[config.mk]
export PLATFORM = sky130hd
export DESIGN_NAME = core_exc_ctrl
export DESIGN_NICKNAME = d
export VERILOG_FILES = /design/src/rtl/core_exc_ctrl.sv
export SDC_FILE = /design/constraint.sdc
export NUM_CORES = 1
export LEC_CHECK = 0
export BUFFER_PORTS_ARGS = -buffer_cell sky130_fd_sc_hd__buf_2
export CAP_MARGIN = 20
export CORE_MARGIN = 1.5
export CORE_UTILIZATION = 59
export CTS_BUF_LIST = sky130_fd_sc_hd__clkbuf_8
export DETAILED_ROUTE_END_ITERATION = 10
export PLACE_DENSITY = 0.83
export SYNTH_ARGS = -nofsm -noshare
export SYNTH_HDL_FRONTEND = slang
export SYNTH_SLANG_ARGS = --single-unit
[constraint.sdc]
create_clock -name i_clk -period 4.6 [get_ports i_clk]
set_clock_uncertainty 0.2 [all_clocks]
set_input_delay 0.23 -clock i_clk [delete_from_list [all_inputs] [get_ports i_clk]]
set_output_delay 0.23 -clock i_clk [all_outputs]
set_load 0.02 [all_outputs]
[src/rtl/core_exc_ctrl.sv]
// Exception/interrupt controller: fixed-priority entry, nested {EPC,ESR} stack, rfe, SPRs, double-fault lock-up.
// Latency: redirect/flush/mode/SR-restore are combinational (0 cycles); irq_ack and stack/DEPTH update 1 cycle.
// Backpressure: i_mau_busy halts all stages and freezes entry/rfe/SPR writes; sources must hold their strobes.
//
// Ports:
//   i_clk, i_rst_n                 clock, asynchronous active-low reset
//   i_irq / o_irq_ack              edge-latched interrupt lines / one-cycle one-hot acknowledge
//   i_swi, i_if_err, i_id_err,
//   i_mau_err, i_rfe, i_mau_busy   event strobes from the pipeline
//   i_if_pc, i_id_pc, i_ex_pc      stage PCs (EPC sources)
//   i_sr                           current status register, bit 0 = global interrupt enable
//   i_wb_spr, i_spr_addr,
//   i_spr_wdata, o_spr_rdata       SPR write port / combinational read port
//   o_set_pc, o_new_pc             PC redirect
//   o_mode, o_write_mode           exception code and its write strobe
//   o_write_sr, o_wb_sr            SR write strobe and data
//   o_id_flush, o_ex_flush,
//   o_if_halt, o_id_halt,
//   o_ex_halt, o_fatal             stage controls and terminal-fault flag
`timescale 1ns/1ps
module core_exc_ctrl #(
  parameter int          NIRQ       = 8,
  parameter int          EDEPTH     = 4,
  parameter int          AW         = 32,
  parameter logic [31:0] VEC_BASE   = 32'h0000_0100,
  parameter int          VEC_STRIDE = 16
) (
  input  logic            i_clk,
  input  logic            i_rst_n,
  input  logic [NIRQ-1:0] i_irq,
  output logic [NIRQ-1:0] o_irq_ack,
  input  logic            i_swi,
  input  logic            i_if_err,
  input  logic            i_id_err,
  input  logic            i_mau_err,
  input  logic            i_rfe,
  input  logic            i_mau_busy,
  input  logic [AW-1:0]   i_if_pc,
  input  logic [AW-1:0]   i_id_pc,
  input  logic [AW-1:0]   i_ex_pc,
  input  logic [AW-1:0]   i_sr,
  input  logic            i_wb_spr,
  input  logic [4:0]      i_spr_addr,
  input  logic [AW-1:0]   i_spr_wdata,
  output logic [AW-1:0]   o_spr_rdata,
  output logic            o_set_pc,
  output logic [AW-1:0]   o_new_pc,
  output logic [3:0]      o_mode,
  output logic            o_write_mode,
  output logic            o_write_sr,
  output logic [AW-1:0]   o_wb_sr,
  output logic            o_id_flush,
  output logic            o_ex_flush,
  output logic            o_if_halt,
  output logic            o_id_halt,
  output logic            o_ex_halt,
  output logic            o_fatal
);

  localparam int DW = $clog2(EDEPTH + 1);
  localparam int IW = $clog2(EDEPTH);
  localparam logic [AW-1:0] LP_BASE   = AW'(VEC_BASE);
  localparam logic [AW-1:0] LP_STRIDE = AW'(VEC_STRIDE);

  localparam logic [4:0] C_SWI    = 5'd1;
  localparam logic [4:0] C_IFERR  = 5'd2;
  localparam logic [4:0] C_IDERR  = 5'd3;
  localparam logic [4:0] C_MAUERR = 5'd4;
  localparam logic [4:0] C_DFAULT = 5'd5;

  typedef enum logic [1:0] {ST_RUN, ST_LOCK, ST_FATAL} state_t;

  state_t          r_state;
  state_t          w_state_nxt;
  logic [DW-1:0]   r_depth;
  logic [AW-1:0]   r_epc [EDEPTH];
  logic [AW-1:0]   r_esr [EDEPTH];
  logic [NIRQ-1:0] r_imask;
  logic [NIRQ-1:0] r_ipend;
  logic [NIRQ-1:0] r_irq_prev;
  logic [NIRQ-1:0] r_irq_ack;

  logic [NIRQ-1:0] w_irq_elig;
  logic            w_irq_hit;
  logic [NIRQ-1:0] w_irq_oh;
  logic [4:0]      w_irq_code;
  logic [IW-1:0]   w_top;
  logic [AW-1:0]   w_top_epc;
  logic [AW-1:0]   w_top_esr;
  logic            w_empty;
  logic            w_full;

  logic            w_src;
  logic [4:0]      w_code;
  logic [AW-1:0]   w_epc;
  logic            w_push;
  logic            w_pop;
  logic            w_spr_we;
  logic [NIRQ-1:0] w_ack_set;

  assign w_irq_elig = r_ipend & r_imask;
  assign w_empty    = (r_depth == '0);
  assign w_full     = (r_depth == DW'(EDEPTH));
  assign w_top      = IW'(r_depth - DW'(1));
  assign w_top_epc  = w_empty ? '0 : r_epc[w_top];
  assign w_top_esr  = w_empty ? '0 : r_esr[w_top];
  assign o_irq_ack  = r_irq_ack;

  // Lowest eligible index wins: scan downward so the last hit is the lowest.
  always_comb begin
    w_irq_hit  = 1'b0;
    w_irq_oh   = '0;
    w_irq_code = 5'd0;
    for (int k = NIRQ - 1; k >= 0; k--) begin
      if (w_irq_elig[k]) begin
        w_irq_hit   = 1'b1;
        w_irq_oh    = '0;
        w_irq_oh[k] = 1'b1;
        w_irq_code  = 5'(8 + k);
      end
    end
  end

  always_ff @(posedge i_clk or negedge i_rst_n) begin
    if (!i_rst_n) r_state <= ST_RUN;
    else          r_state <= w_state_nxt;
  end

  always_comb begin
    w_state_nxt  = (r_state == ST_LOCK) ? ST_RUN : r_state;
    w_src        = 1'b0;
    w_code       = 5'd0;
    w_epc        = '0;
    w_push       = 1'b0;
    w_pop        = 1'b0;
    w_spr_we     = 1'b0;
    w_ack_set    = '0;
    o_set_pc     = 1'b0;
    o_new_pc     = '0;
    o_mode       = 4'd0;
    o_write_mode = 1'b0;
    o_write_sr   = 1'b0;
    o_wb_sr      = '0;
    o_id_flush   = 1'b0;
    o_ex_flush   = 1'b0;
    o_if_halt    = 1'b0;
    o_id_halt    = 1'b0;
    o_ex_halt    = 1'b0;
    o_fatal      = 1'b0;

    if (r_state == ST_FATAL) begin
      o_if_halt = 1'b1;
      o_id_halt = 1'b1;
      o_ex_halt = 1'b1;
      o_fatal   = 1'b1;
    end else if (i_mau_busy) begin
      o_if_halt = 1'b1;
      o_id_halt = 1'b1;
      o_ex_halt = 1'b1;
    end else begin
      // An rfe with nothing to return to is an illegal instruction, hence IDERR.
      if (i_mau_err) begin
        w_src = 1'b1; w_code = C_MAUERR; w_epc = i_ex_pc;
      end else if (i_id_err || (i_rfe && w_empty)) begin
        w_src = 1'b1; w_code = C_IDERR;  w_epc = i_id_pc;
      end else if (i_if_err) begin
        w_src = 1'b1; w_code = C_IFERR;  w_epc = i_if_pc;
      end else if (i_swi) begin
        w_src = 1'b1; w_code = C_SWI;    w_epc = i_id_pc;
      end else if (w_irq_hit && i_sr[0] && (r_state == ST_RUN)) begin
        w_src = 1'b1; w_code = w_irq_code; w_epc = i_id_pc;
        w_ack_set = w_irq_oh;
      end

      if (w_src) begin
        o_set_pc     = 1'b1;
        o_write_mode = 1'b1;
        o_id_flush   = 1'b1;
        if (w_full) begin
          // Double fault: redirect once, nothing pushed, interrupt not acknowledged.
          w_code      = C_DFAULT;
          w_ack_set   = '0;
          o_ex_flush  = 1'b1;
          w_state_nxt = ST_FATAL;
        end else begin
          o_ex_flush  = (w_code != C_IFERR);
          w_push      = 1'b1;
          w_state_nxt = ST_LOCK;
        end
        o_mode   = w_code[3:0];
        o_new_pc = LP_BASE + AW'(w_code) * LP_STRIDE;
      end else if (i_rfe) begin
        o_set_pc   = 1'b1;
        o_new_pc   = w_top_epc;
        o_write_sr = 1'b1;
        o_wb_sr    = w_top_esr;
        w_pop      = 1'b1;
      end else if (i_wb_spr) begin
        w_spr_we = 1'b1;
        if (i_spr_addr == 5'd0) begin
          o_write_sr = 1'b1;
          o_wb_sr    = i_spr_wdata;
        end
      end
    end
  end

  always_ff @(posedge i_clk or negedge i_rst_n) begin
    if (!i_rst_n) begin
      r_depth    <= '0;
      r_imask    <= '0;
      r_ipend    <= '0;
      r_irq_prev <= '0;
      r_irq_ack  <= '0;
      for (int i = 0; i < EDEPTH; i++) begin
        r_epc[i] <= '0;
        r_esr[i] <= '0;
      end
    end else begin
      r_irq_prev <= i_irq;
      r_irq_ack  <= w_ack_set;
      // A new edge in the same cycle as the ack keeps the line pending.
      r_ipend    <= (r_ipend & ~w_ack_set) | (i_irq & ~r_irq_prev);
      if (w_push) begin
        r_epc[IW'(r_depth)] <= w_epc;
        r_esr[IW'(r_depth)] <= i_sr;
        r_depth             <= r_depth + DW'(1);
      end else if (w_pop) begin
        r_depth <= r_depth - DW'(1);
      end else if (w_spr_we) begin
        case (i_spr_addr)
          5'd1:    if (!w_empty) r_epc[w_top] <= i_spr_wdata;
          5'd2:    if (!w_empty) r_esr[w_top] <= i_spr_wdata;
          5'd3:    r_imask <= i_spr_wdata[NIRQ-1:0];
          default: ;
        endcase
      end
    end
  end

  always_comb begin
    o_spr_rdata = '0;
    case (i_spr_addr)
      5'd0:    o_spr_rdata = i_sr;
      5'd1:    o_spr_rdata = w_top_epc;
      5'd2:    o_spr_rdata = w_top_esr;
      5'd3:    o_spr_rdata = AW'(r_imask);
      5'd4:    o_spr_rdata = AW'(r_ipend);
      5'd5:    o_spr_rdata = AW'(r_depth);
      default: o_spr_rdata = '0;
    endcase
  end

endmodule

# Word level (Yosys, flattened, before mapping)
# Cells that the tools add are included.
[totals]
out_inout_bits = 117
regBits = 293
[classes]
addsub = 3
magnitude_cmp = 4
bitwise = 10
reduce_logical = 16
muxes = 137
n_eq_ne = 11
[ops]
columns = ["operator", "n"]
rows = [
  ["$mux 128", 10],
  ["$mux 32", 25],
  ["$bwmux 128", 4],
  ["$pmux 32 s6", 1],
  ["$mux 8", 17],
  ["$bmux 32 s2", 2],
  ["$demux 32 s2", 2],
  ["$mux 5", 18],
  ["$mux 1", 47],
  ["$and 8x8->8", 3],
  ["$mux 4", 4],
  ["$not 8->8", 2],
  ["$reduce_and 4->1", 3],
  ["$add 9x9->10 const A", 1],
  ["$eq 5x2->1 const B", 2],
  ["$eq 5x3->1 const B", 2],
  ["$mux 2", 5],
  ["$or 8x8->8", 1],
  ["$reduce_bool 2->1", 4],
  ["$ge 3x3->1 const B", 2],
  ["$lt 3x1->1 const B", 2],
  ["$mux 3", 2],
  ["$not 2->3", 2],
  ["$eq 5x1->1 const B", 1],
  ["14 further kinds", 19],
]

# Logic depth before layout (Yosys ltp)
[logic_depth]
word_depth = 26
depth_mapped = 16
mapped_depth_nobuf = 10

# Worst setup path before layout
# No wires, ideal clock.
[synth_path]
kind = "reg2out"
startpoint = "register r_depth[0]"
endpoint = "output port o_new_pc[11]"
path_slack_ns = -0.094
arrival_time_ns = 4.264
n_path_buf = 7
path_stages_with_launch = 12
t_required_ns = 4.170
cell_sequence = "dfrtp_1 clkbuf_1 clkbuf_1 clkbuf_1 clkbuf_1 inv_1 ha_1 clkbuf_1 clkbuf_1 buf_1 mux2i_1 a2111oi_0"
[synth_between]
elab_chain_len = 10
[synth_lines]
columns = ["element", "line", "text"]
rows = [
  ["start: declaration", "75", "logic [DW-1:0] r_depth;"],
  ["start signal: assignment", "227", "r_depth <= r_depth + DW'(1);"],
  ["start signal: assignment", "229", "r_depth <= r_depth - DW'(1);"],
  ["$sub 3x1->3", "--", ""],
  ["net w_top[0]", "87", "logic [IW-1:0] w_top;"],
  ["$not 2->3 (not written as such)", "105", "assign w_top_epc = w_empty ? '0 : r_epc[w_top];"],
  ["$bmux 32 s2", "105", ""],
  ["$mux 32 (not written as such) (2 in a row)", "105", ""],
  ["$mux 32", "105", ""],
  ["$mux 32", "192", "end else if (i_rfe) begin"],
  ["$mux 32", "175", "if (w_src) begin"],
  ["$mux 32", "156", "end else if (i_mau_busy) begin"],
  ["$mux 32", "151", "if (r_state == ST_FATAL) begin"],
  ["end: declaration", "47", "output logic [AW-1:0] o_new_pc,"],
]
# The timed path passes the listed nets, and every way through them passes these cells. The select of a mux whose other input is x is not followed.

# Worst setup path after layout
[layout_path]
startpoint = "register r_depth[1]"
endpoint = "output port o_wb_sr[0]"
[layout_between]
elab_chain_len = 10
[layout_lines]
columns = ["element", "line", "text"]
rows = [
  ["$sub 3x1->3 or $logic_not 3->1 (tied branches)", "--", ""],
  ["$not 2->3 (not written as such) or $logic_and 1x1->1 (tied branches)", "106, 164", ""],
  ["$bmux 32 s2 or $logic_or 1x1->1 (tied branches)", "106, 164", ""],
  ["$mux 32 (not written as such) or $mux 1 (tied branches)", "106, 164", ""],
  ["$mux 32 (not written as such) or $mux 1 (tied branches)", "106, 162", ""],
  ["$mux 32 or $mux 1 (tied branches)", "106, 156", ""],
  ["$mux 32 or $mux 1 (tied branches)", "192, 151", ""],
  ["$mux 32 (*)", "175", ""],
  ["$mux 32 (*)", "156", ""],
  ["$mux 32 (*)", "151", ""],
  ["end: declaration", "51", "output logic [AW-1:0] o_wb_sr,"],
]
# Mark *: on every way between the ends. The rest lies on a longest branch, timed or not. The select of a mux whose other input is x is not followed.

==> flow_summary.toml <==
[status]
outcome = "finished clean"

[cells_and_area]
n_fill_cell = 2060
fin_area_um2 = 21600
post-route-util = 0.730
drive_gt1_frac = 0.261
final_cells = 2446
syn_to_final_growth_pct = 21.9
num-nets-final = 2204

[cts]
cts_buffer_depth = 3
clkTransAtPathRegs_ps = 60
cts_setup_buffers = 0
cts-root-buf = "clkbuf_8"
clkLatencyLatePin_ps = 600
cts_tree = "done"
cts_resized = 0
hold_buffers = 105
htree_levels = 2
clock-sinks = 293
cts_made_buffers = 51

[job]
max-cap-violations = 0

[detailed_routing]
vias_per_cell = 7.41
wl_per_cell_um = 27.4
drt_pass1_iterations = 8
routed_wl_mm = 67.0
drtIter0Drc = 2454
vias = 18121
drcViolationCount = 0
postRouteAntennaNets = 0

[sta]
rsz0062_at_grt = "no"
setup_tns_ps = 0
period_share = 0.961
worst_pin_slew_ps = 1100
period_needed_ps = 4420
setup_ws_ps = 180
final-setup-viol-count = 0
finalHoldViolations = 0
timing.fmax_mhz = 226
hold_slack_ps = 76.7
slew_headroom = 0.256
drv_slew = 0

[worst_setup_path]
cp-start-kind = "flop"
crit_fanout = 32
worstSetupPathType = "flop to primary output"
cp-end-kind = "primary output"
critPathRequiredTime_ps = 4170
critPathArrivalTime_ps = 3990

[min_path]
hold_path_class = "primary input to flop"

[floorplanning]
die_y_um = 176
die_x_um = 176
fp-row-count = 63
start_util = 0.599
die_area_um2 = 31100
core_um2 = 29600
ios = 299

[global_routing]
grtUsageTotal = 0.428
grt_pass1_vias = 18112
gr-total-overflow = 0
grt_start_max_net_pins = 129
grt_antenna_before_repair = 2
grt_pass1_wl_mm = 102

[synthesis]
syn_nets = 1898
syn_area_per_cell_um2 = 10.4
yosysUniqueCellTypes = 60
syn_area_um2 = 17800
synth_edf_count = 0
synthArstFlopShare = 1.00
synth-seq-cells = 293
synth_ff_type = "dfrtp_1"
ys_warn_count = 0
synthCells = 1708
seq_area_frac_synth = 0.413

[pwr]
peakVddDrop_mv = 0.515
p_leak_nw = 9.21
power_mw = 13.7
powerDensity_nw_per_um2 = 634

[placed_design]
place_congestion = 0.980
dp_hpwl_mm = 39.9
pre_cts_slack_ps = 438
postPlaceCellArea_um2 = 19500
dp.cells = 2244
io_buffers = 298
[power breakdown]
part           total, mW  internal, mW  switching [mW]
Combinational       6.96          2.94            4.02
Clock               2.54          1.38            1.15
Sequential          4.23          3.61           0.615
[area by class of cell]
class / count / area (um2) / share of cell area
Clock inverter: 29 / 181 / 0.00838
Inverter: 50 / 188 / 0.00867
Clock buffer: 65 / 895 / 0.0413
Timing Repair Buffer: 482 / 3290 / 0.152
Antenna cell: 1 / 2.50 / 0.000116
Sequential cell: 293 / 7340 / 0.339
Tap cell: 390 / 488 / 0.0225
Multi-Input combinational cell: 1136 / 9270 / 0.428
[path summary, 6_finish.rpt]
path / from / to / slack, ps / cells past startpoint
hold reg to reg: r_irq_prev[7] / r_ipend[7] / 230 / 1
setup / recovery: r_depth[1] / o_wb_sr[0] / 180 / 11
setup reg to reg: r_depth[1] / r_esr[84] / 290 / 10
hold / removal: i_rfe / r_depth[0] / 80 / 4
max in group asynchronous: i_rst_n / r_depth[0] / 3010 / 3
min in group asynchronous: i_rst_n / r_epc[5] / 110 / 2
[cell families after synthesis]
family | Yosys count | share of synthesized area
buffers and inverters | 279 | 0.0690
DFF | 293 | 0.413
xor gates and xnor gates | 1 | 0.000493
muxes | 72 | 0.0722
and+or+nand+nor | 266 | 0.0822
AOI/OAI and AO/OA | 789 | 0.358
adders and majority gates | 8 | 0.00564
[metal layers]
| metal | global-route usage | up-vias | share of wire |
|---|---|---|---|
| li1 | - | 7393 | - |
| met1 | 0.550 | 8817 | 0.36 |
| met2 | 0.628 | 1607 | 0.44 |
| met3 | 0.152 | 302 | 0.15 |
| met4 | 0.242 | 2 | 0.052 |
| met5 | 0 | - | 0.00019 |
[Yosys cell counts, drive strengths merged (3+ instances only)]
cell type,instances,area share
dfrtp,293,0.41
o2bb2ai,256,0.13
a22o,137,0.068
clkbuf,137,0.029
a22oi,135,0.057
buf,92,0.029
nand2b,75,0.026
o21ai,67,0.020
nand2,60,0.013
a211oi,54,0.023
inv,50,0.011
mux4,44,0.056
a2111oi,40,0.020
and3,35,0.012
o311ai,32,0.016
a21oi,30,0.0085
nor2,30,0.0065
nor2b,26,0.0092
mux2i,20,0.011
o221ai,11,0.0054
and2,10,0.0035
ha,8,0.0056
mux2,8,0.0051
nor3,8,0.0025
a222oi,5,0.0028
nand3,5,0.0014
nor3b,5,0.0021
a221oi,3,0.0015
nand4,3,0.0011
o22ai,3,0.0011
[cells in the final DEF (no fill, tap or decap), types with 5 or more instances in the layout]
| master | instances |
|---|---|
| nor2b_1 | 26 |
| nand3_1 | 5 |
| ha_1 | 6 |
| clkbuf_8 | 65 |
| buf_4 | 66 |
| nand2b_1 | 75 |
| clkinv_2 | 9 |
| buf_12 | 11 |
| o311ai_0 | 32 |
| o2bb2ai_1 | 256 |
| a22o_1 | 137 |
| and3_1 | 35 |
| a2111oi_0 | 26 |
| o21ai_2 | 9 |
| o221ai_1 | 11 |
| nor3b_1 | 5 |
| a211oi_1 | 54 |
| o21ai_1 | 15 |
| a22oi_1 | 134 |
| a222oi_1 | 5 |
| dlygate4sd3_1 | 105 |
| mux2i_1 | 20 |
| buf_2 | 297 |
| inv_1 | 66 |
| o21ai_0 | 43 |
| nor3_1 | 6 |
| dfrtp_1 | 292 |
| mux2_2 | 8 |
| nand2_1 | 59 |
| mux4_2 | 44 |
| nor2_1 | 27 |
| a21oi_1 | 29 |
| and2_1 | 6 |
| a2111oi_1 | 14 |
[worst max-delay path: stages, from the launching register on]
cell and delay (ps):
dfrtp_1 460, inv_1 150, ha_1 270, ha_2 250, a21o_1 210, or4_4 450
or3_1 470, nor3_2 130, buf_4 440, nand2_1 90, o21ai_0 200, buf_2 260
[sequential cells by signal, summed over array words and instances (netlist names)]
name,count
r_irq_prev,8
o_irq_ack,8
r_ipend,8
r_imask,8
r_state,2
r_depth,3
r_esr,128
r_epc,128
Power figures use the tool's default switching activity.
